**src/rtl/par2ser_pkg.sv**
```systemverilog
// ---------------------------------------------------------------------------
// par2ser_pkg
//   Shared definitions for the byte serializer and its future deserializer
//   counterpart: idle/comma character, sync preamble length, frame length,
//   FSM state type and the parity helper.
//
//   Build option: PAR2SER_PARITY_EN
//     undefined -> 8-bit frames, no parity
//     defined   -> 9-bit frames, ninth bit is even parity of the byte
// ---------------------------------------------------------------------------
package par2ser_pkg;

   localparam logic [7:0]  IDLE_CHAR_DEF   = 8'hBC;
   localparam int unsigned SYNC_FRAMES_DEF = 4;

`ifdef PAR2SER_PARITY_EN
   localparam int unsigned FRAME_LEN = 9;
`else
   localparam int unsigned FRAME_LEN = 8;
`endif

   // Bit counter covers 0..FRAME_LEN-1; sync counter covers 0..15.
   localparam int unsigned       CNT_W    = 4;
   localparam int unsigned       SYNC_W   = 4;
   localparam logic [CNT_W-1:0]  LAST_BIT = CNT_W'(FRAME_LEN - 1);

   typedef enum logic {
      SYNC   = 1'b0,
      ACTIVE = 1'b1
   } state_e;

   // Even parity bit: makes the total count of ones (byte + bit) even.
   function automatic logic even_parity(input logic [7:0] b);
      return ^b;
   endfunction

endpackage

```
**src/rtl/par_to_serial_if.sv**
```systemverilog
// ---------------------------------------------------------------------------
// par_to_serial_if
//   Byte-in / bit-out bundle of the serializer.
//     data_in[7:0] : byte from upstream mux
//     valid_in     : qualifies data_in at a load edge
//     data_out     : serial bit, MSB first
//     frame_start  : high while the first bit of a frame is on data_out
//     load_ack     : one-cycle pulse after a valid byte was captured
//     active       : sync preamble complete
//   master = upstream source / observer, slave = serializer.
// ---------------------------------------------------------------------------
interface par_to_serial_if;

   logic [7:0] data_in;
   logic       valid_in;
   logic       data_out;
   logic       frame_start;
   logic       load_ack;
   logic       active;

   modport master (
      output data_in, valid_in,
      input  data_out, frame_start, load_ack, active
   );

   modport slave (
      input  data_in, valid_in,
      output data_out, frame_start, load_ack, active
   );

endinterface

```
**src/rtl/frame_counter.sv**
```systemverilog
// ---------------------------------------------------------------------------
// frame_counter
//   Free-running bit position counter 0..FRAME_LEN-1, shared framing logic
//   for serializer and deserializer.
//     clk         : bit clock
//     rst         : asynchronous, active-high
//     load_edge   : high while the counter sits on the last bit, i.e. the
//                   next rising edge starts a new frame
//     frame_start : registered, high while bit 0 of a frame is on the line
//   The counter resets to the last position so the first edge after reset
//   release is a load edge. Frame length follows PAR2SER_PARITY_EN.
// ---------------------------------------------------------------------------
module frame_counter
   import par2ser_pkg::*;
(
   input  logic clk,
   input  logic rst,
   output logic load_edge,
   output logic frame_start
);

   logic [CNT_W-1:0] bit_cnt_d, bit_cnt_q;
   logic             frame_start_d, frame_start_q;

   assign load_edge   = (bit_cnt_q == LAST_BIT);
   assign frame_start = frame_start_q;

   always_comb begin
      // NOTE: combinational outputs get a default first; any path that
      // skipped an assignment would otherwise infer a latch.
      bit_cnt_d     = bit_cnt_q + 1'b1;
      if (load_edge) begin
         bit_cnt_d = '0;
      end
      frame_start_d = (bit_cnt_d == '0);
   end

   // NOTE: clocked state uses non-blocking assignments so every flop
   // samples pre-edge values regardless of statement order.
   always_ff @(posedge clk or posedge rst) begin
      if (rst) begin
         bit_cnt_q     <= LAST_BIT;
         frame_start_q <= 1'b0;
      end else begin
         bit_cnt_q     <= bit_cnt_d;
         frame_start_q <= frame_start_d;
      end
   end

endmodule

```
**src/rtl/par_to_serial.sv**
```systemverilog
// ---------------------------------------------------------------------------
// par_to_serial
//   Byte serializer on clk8f. Each frame carries one byte MSB first; idle
//   character IDLE_CHAR fills frames with no valid byte. After reset,
//   SYNC_FRAMES idle frames are sent unconditionally so the receiver can
//   align, then the block enters ACTIVE for good.
//     clk8f  : bit clock, rising edge
//     reset  : asynchronous, active-high
//     bus    : par_to_serial_if.slave (data_in, valid_in -> data_out,
//              frame_start, load_ack, active)
//   Build option PAR2SER_PARITY_EN appends an even-parity ninth bit.
// ---------------------------------------------------------------------------
module par_to_serial
   import par2ser_pkg::*;
#(
   parameter logic [7:0]  IDLE_CHAR   = IDLE_CHAR_DEF,
   parameter int unsigned SYNC_FRAMES = SYNC_FRAMES_DEF
) (
   input  logic           clk8f,
   input  logic           reset,
   par_to_serial_if.slave bus
);

   localparam logic [SYNC_W-1:0] LAST_SYNC = SYNC_W'(SYNC_FRAMES - 1);

   state_e            state_d, state_q;
   logic [SYNC_W-1:0] sync_cnt_d, sync_cnt_q;
   logic [7:0]        shreg_d, shreg_q;
   logic              load_ack_d, load_ack_q;
   logic              load_edge;
   logic              frame_start;
`ifdef PAR2SER_PARITY_EN
   logic              parity_d, parity_q;
`endif

   frame_counter u_frame_counter (
      .clk         (clk8f),
      .rst         (reset),
      .load_edge   (load_edge),
      .frame_start (frame_start)
   );

   always_comb begin
      state_d    = state_q;
      sync_cnt_d = sync_cnt_q;
      shreg_d    = {shreg_q[6:0], 1'b0};
      load_ack_d = 1'b0;
`ifdef PAR2SER_PARITY_EN
      parity_d   = parity_q;
`endif
      if (load_edge) begin
         shreg_d = IDLE_CHAR;
         if (state_q == SYNC) begin
            // Preamble: payload ignored; the last preamble frame is still idle.
            sync_cnt_d = sync_cnt_q + 1'b1;
            if (sync_cnt_q == LAST_SYNC) begin
               state_d = ACTIVE;
            end
         end else if (bus.valid_in) begin
            shreg_d    = bus.data_in;
            load_ack_d = 1'b1;
         end
`ifdef PAR2SER_PARITY_EN
         parity_d = even_parity(shreg_d);
`endif
      end
   end

   always_ff @(posedge clk8f or posedge reset) begin
      if (reset) begin
         state_q    <= SYNC;
         sync_cnt_q <= '0;
         shreg_q    <= 8'h00;
         load_ack_q <= 1'b0;
`ifdef PAR2SER_PARITY_EN
         parity_q   <= 1'b0;
`endif
      end else begin
         state_q    <= state_d;
         sync_cnt_q <= sync_cnt_d;
         shreg_q    <= shreg_d;
         load_ack_q <= load_ack_d;
`ifdef PAR2SER_PARITY_EN
         parity_q   <= parity_d;
`endif
      end
   end

`ifdef PAR2SER_PARITY_EN
   // The parity slot is the last bit position, which is exactly when the
   // counter reports the upcoming load edge; the shift register is empty then.
   assign bus.data_out = load_edge ? parity_q : shreg_q[7];
`else
   assign bus.data_out = shreg_q[7];
`endif
   assign bus.frame_start = frame_start;
   assign bus.load_ack    = load_ack_q;
   assign bus.active      = (state_q == ACTIVE);

endmodule

```
**src/flat_wrapper.sv**
```systemverilog
// flat-port wrapper written by rule: the top's interface ports become plain ports
module par_to_serial_flat import par2ser_pkg::*;
#(
   parameter logic [7:0]  IDLE_CHAR   = IDLE_CHAR_DEF,
   parameter int unsigned SYNC_FRAMES = SYNC_FRAMES_DEF
)
  (clk8f, reset, bus_data_in, bus_valid_in, bus_data_out, bus_frame_start, bus_load_ack, bus_active);
  par_to_serial_if bus_i ();
  input  logic clk8f;
  input  logic reset;
  input wire logic [$bits(bus_i.data_in)-1:0] bus_data_in;
  input wire logic [$bits(bus_i.valid_in)-1:0] bus_valid_in;
  output wire logic [$bits(bus_i.data_out)-1:0] bus_data_out;
  output wire logic [$bits(bus_i.frame_start)-1:0] bus_frame_start;
  output wire logic [$bits(bus_i.load_ack)-1:0] bus_load_ack;
  output wire logic [$bits(bus_i.active)-1:0] bus_active;
  assign bus_i.data_in = bus_data_in;
  assign bus_i.valid_in = bus_valid_in;
  assign bus_data_out = bus_i.data_out;
  assign bus_frame_start = bus_i.frame_start;
  assign bus_load_ack = bus_i.load_ack;
  assign bus_active = bus_i.active;
  par_to_serial #(.IDLE_CHAR(IDLE_CHAR), .SYNC_FRAMES(SYNC_FRAMES)) u_core (.clk8f(clk8f), .reset(reset), .bus(bus_i));
endmodule
```
**config.mk**
```make
export PLATFORM = sky130hd
export DESIGN_NAME = par_to_serial_flat
export DESIGN_NICKNAME = d
export VERILOG_FILES = /design/src/rtl/par2ser_pkg.sv /design/src/rtl/par_to_serial_if.sv /design/src/rtl/frame_counter.sv /design/src/rtl/par_to_serial.sv /design/src/flat_wrapper.sv
export SDC_FILE = /design/constraint.sdc
export NUM_CORES = 1
export LEC_CHECK = 0
export ABC_CLOCK_PERIOD_IN_PS = 3400
export BUFFER_PORTS_ARGS = -buffer_cell sky130_fd_sc_hd__buf_4
export CORE_MARGIN = 2
export CORE_UTILIZATION = 54
export CTS_CLUSTER_DIAMETER = 100
export CTS_CLUSTER_SIZE = 14
export DETAILED_ROUTE_END_ITERATION = 10
export HOLD_SLACK_MARGIN = 0.1
export PLACE_DENSITY_LB_ADDON = 0.25
export SLEW_MARGIN = 10
export SYNTH_ARGS = -nofsm -noshare
export SYNTH_HDL_FRONTEND = slang
export SYNTH_SLANG_ARGS = --single-unit
```
**constraint.sdc**
```tcl
create_clock -name clk8f -period 3.4 [get_ports clk8f]
set_input_delay 0.51 -clock clk8f [delete_from_list [all_inputs] [get_ports clk8f]]
set_output_delay 0.51 -clock clk8f [all_outputs]
set_load 0.02 [all_outputs]
```
==> metrics.log <==
INFO  metric clkSlewWorstSetupHoldPaths = about 110 ps
INFO  metric r2r_end = u_core.shreg_q[0]$_DFF_PP0_
INFO  metric cp-start-kind = flop
INFO  metric max-clock-path-buffers = 2
INFO  metric reg2reg_setup_slack = roughly 1800 ps
INFO  metric post-synth-top-count-cell = sky130_fd_sc_hd__dfrtp_1
INFO  metric vdd_drop_max = 0.218 mV
INFO  metric final.setup.tns = 0 ps
INFO  metric setup_repair_bufs_after_cts = 0
INFO  metric syn_area_per_cell = ~11 um2
INFO  metric critPathRequiredTime = approximately 3600 ps
INFO  metric synth_cell_type_count = 20
INFO  metric post-route-period-util = 47.0%
INFO  metric combinationalPowerShare = 5.7%
INFO  metric synth_nets = between 70 and 80
INFO  metric max_cap_violations = 0
INFO  metric design.portCount = 15
INFO  metric post_route_cells_drive_above_1_share = 27.7%
INFO  metric intPower = roughly 0.29 mW
INFO  metric synth_top_cells_by_count = sky130_fd_sc_hd__dfrtp_1, sky130_fd_sc_hd__nand2_1, sky130_fd_sc_hd__nor2_1
INFO  metric detailedRoute.firstIterationViolations = 10
INFO  metric grt_first_pass_wirelength = 2010 um
INFO  metric design.core.area = ~1300 um2
INFO  metric tightest_slew = between 600 and 700 ps
INFO  metric die_width = ~41 um
INFO  metric first_pass_iters = 4
INFO  metric grt_max_degree = 20
INFO  metric timing_hold_violations_final = 0
INFO  metric tritoncts = built
INFO  metric cts-hold-fix-buffers = 0
INFO  metric tritoncts.num_buffers = 3
INFO  metric cts.htree.levels = 1
INFO  metric crit_start = u_core.u_frame_counter.bit_cnt_q[0]$_DFF_PP1_
INFO  metric dpl-instance-area = 866 um2
INFO  metric hold_path.class = in -> async
INFO  metric num-nets-final = a little under 100
INFO  metric post_detailed_routing_wire_length = 1270 um
INFO  metric chipHeight = roughly 40 um
INFO  metric power_density = just over 400 nW/um2
INFO  metric grt_util_all_layers = around a fifth
INFO  metric ff2ff_path_depth = 4
INFO  metric final_period_minus_worst_setup_slack = 1600 ps
INFO  metric synth_to_layout_area_growth = 19.4%
INFO  metric antenna_found_initial = 0
INFO  metric rsz_0062_raised_after_global_routing = no
INFO  metric core.rowCount = 13
INFO  metric postLayoutCoreUtil = just under 70%
INFO  metric vias = ~530
INFO  metric layout_cell_area_excl_fill = approximately 890 um2
INFO  metric power_leakage = ~0.46 nW
INFO  metric numClockSinks = 19
INFO  metric share_of_the_synthesized_area_in_the_top_cell_type = 53.6%
INFO  metric number_of_global_route_vias_before_repair = 475
INFO  metric timing.critical_path.to_type = flop
INFO  metric final-max-slew-violation-count = 0
INFO  metric placed_instances = 94
INFO  metric worst_setup_path_endpoint = u_core.shreg_q[0]$_DFF_PP0_
INFO  metric buffer_ports.inserted = 14
INFO  metric synth_edf_count = 0
INFO  metric synth-async-reset-ratio = between 90% and 100%
INFO  metric status = complete, no violations
INFO  metric antenna_left = 0
INFO  metric worst_skew_pair.late_latency = roughly 280 ps
INFO  metric finalSetupViolCount = 0
INFO  metric cts_root_buf = sky130_fd_sc_hd__clkbuf_4
INFO  metric synth_flop_cell = sky130_fd_sc_hd__dfrtp_1
INFO  metric post_drt_wl_per_cell = 13.0 um
INFO  metric power.share.clock = between 30% and 40%
INFO  metric max_freq = approximately 630 MHz
INFO  metric ys_ff_latch = 19
INFO  metric power.share.sequential = 63.6%
INFO  metric synth.cell_area = approximately 750 um2
INFO  metric syn_inst = 66
INFO  metric drt_drc_violations_left = 0
INFO  metric hold-worst-slack = approximately 320 ps
INFO  metric hpwl = about 910 um
INFO  metric power.switching = between 0.07 and 0.08 mW
INFO  metric initial_utilization = 57.4%
INFO  metric path_max_fanout = 15
INFO  metric fp.dieArea = 1700 um2
INFO  metric yosys-top-cells-area = sky130_fd_sc_hd__dfrtp_1, sky130_fd_sc_hd__dfstp_2, sky130_fd_sc_hd__nand2_1
INFO  metric crit_arrival = approximately 1800 ps
INFO  metric slew_headroom = about 54%
INFO  metric viasPerCell = 5.38
INFO  metric switching_share = 21.4%
INFO  metric global_route_congestion_overflow_total = 0
INFO  metric criticalPathCategory = reg -> reg
INFO  metric yosysWarningCount = 0
INFO  metric clock_skew = 2.78 ps
INFO  metric place_congestion = 0.729
INFO  metric stdcell_count = between 90 and 100
INFO  metric insertedDiodeCount = 0
INFO  metric netlist.top_cell.by_area = sky130_fd_sc_hd__dfrtp_1
INFO  metric yosysSeqAreaShare = 64.2%
INFO  metric regToRegStartpoint = u_core.u_frame_counter.bit_cnt_q[0]$_DFF_PP1_
INFO  metric cts-resized-gates = 0
==> metal layers <==
metal | GRT usage [%] | routed length, um | vias to the layer above
li1 | - | - | 254
met1 | 24.9 | 569 | 258
met2 | 28.5 | 637 | 13
met3 | 3.26 | 53 | 2
met4 | 10.5 | 11 | 0
met5 | 0 | 0 | -
==> layout by cell type, fill, tap and decap left out <==
| master | instances |
|---|---|
| sky130_fd_sc_hd__buf_4 | 14 |
| sky130_fd_sc_hd__nand4_1 | 1 |
| sky130_fd_sc_hd__a21o_1 | 1 |
| sky130_fd_sc_hd__o21ai_0 | 7 |
| sky130_fd_sc_hd__clkbuf_1 | 1 |
| sky130_fd_sc_hd__clkbuf_4 | 3 |
| sky130_fd_sc_hd__nand2_1 | 11 |
| sky130_fd_sc_hd__dfrtp_1 | 16 |
| sky130_fd_sc_hd__dfstp_2 | 3 |
| sky130_fd_sc_hd__nor2_1 | 9 |
| sky130_fd_sc_hd__nor3_1 | 1 |
| sky130_fd_sc_hd__mux2_4 | 1 |
| sky130_fd_sc_hd__and2_1 | 1 |
| sky130_fd_sc_hd__a31o_2 | 1 |
| sky130_fd_sc_hd__and4bb_2 | 1 |
| sky130_fd_sc_hd__ha_1 | 2 |
| sky130_fd_sc_hd__a21oi_1 | 1 |
| sky130_fd_sc_hd__nand3b_1 | 1 |
| sky130_fd_sc_hd__xor2_1 | 2 |
| sky130_fd_sc_hd__xnor2_1 | 2 |
| sky130_fd_sc_hd__nand3_1 | 3 |
| sky130_fd_sc_hd__inv_1 | 1 |
==> kinds of logic (layout without fill, tap and decap cells) <==
group / count (synthesis) / in the layout / share of synthesized area [%]
AND/OR/NAND/NOR: 28 / 28 / 17.1
flip-flops: 19 / 19 / 64.2
AO/OA/AOI/OAI: 10 / 10 / 7.54
XOR/XNOR: 4 / 4 / 4.69
adder cells (fa/ha/maj): 2 / 2 / 3.35
buffers and inverters: 2 / 19 / 1.17
multiplexers: 1 / 1 / 2.01
==> sequential cells by signal, indices dropped and copies added (netlist names) <==
name / count
u_core.bus.active: 1
u_core.bus.load_ack: 1
u_core.u_frame_counter.frame_start: 1
u_core.sync_cnt_q: 4
u_core.shreg_q: 8
u_core.u_frame_counter.bit_cnt_q: 4
==> stage by stage <==
step / total power, mW / setup slack (ps)
finish: 0.364 / 1800
global route: 0.380 / 1640
CTS: 0.365 / 1800
detailed placement: 0.257 / 1840
global placement: 0.256 / 1890
floorplan: 0.244 / 1940
==> layout make-up <==
class	instances	area, um2
Clock buffer	4	26.3
Fill cell	84	409
Inverter	1	3.75
Multi-Input combinational cell	45	259
Sequential cell	19	479
Tap cell	15	18.8
Timing Repair Buffer	14	105
==> critical path, cell delays in order (launching register included) <==
cell	delay, ps
sky130_fd_sc_hd__dfstp_2	580
sky130_fd_sc_hd__ha_1	240
sky130_fd_sc_hd__nand3b_1	340
sky130_fd_sc_hd__nor2_1	240
sky130_fd_sc_hd__and2_1	150
==> how the worst min path moves through the flow <==
stage                                      startpoint                                      endpoint  slack, ps  cells after the start
after CTS                                       reset                   u_core.shreg_q[7]$_DFF_PP0_        350                      2
after global routing                            reset  u_core.u_frame_counter.frame_start$_DFF_PP0_        390                      2
after global placement    u_core.shreg_q[1]$_DFF_PP0_                   u_core.shreg_q[2]$_DFF_PP0_        430                      2
after floorplan           u_core.shreg_q[0]$_DFF_PP0_                   u_core.shreg_q[1]$_DFF_PP0_        430                      2
final                                           reset                   u_core.shreg_q[7]$_DFF_PP0_        320                      2
after detailed placement  u_core.shreg_q[2]$_DFF_PP0_                   u_core.shreg_q[3]$_DFF_PP0_        450                      2
==> power groups by stage <==
stage / clock network, mW / registers (mW) / logic (mW)
floorplan: 0 / 0.236 / 0.00827
global placement: 0 / 0.236 / 0.0204
detailed placement: 0 / 0.236 / 0.0211
CTS: 0.113 / 0.231 / 0.0212
global route: 0.124 / 0.232 / 0.0237
finish: 0.111 / 0.231 / 0.0209
Note: power is estimated with default switching activity, not from simulation.
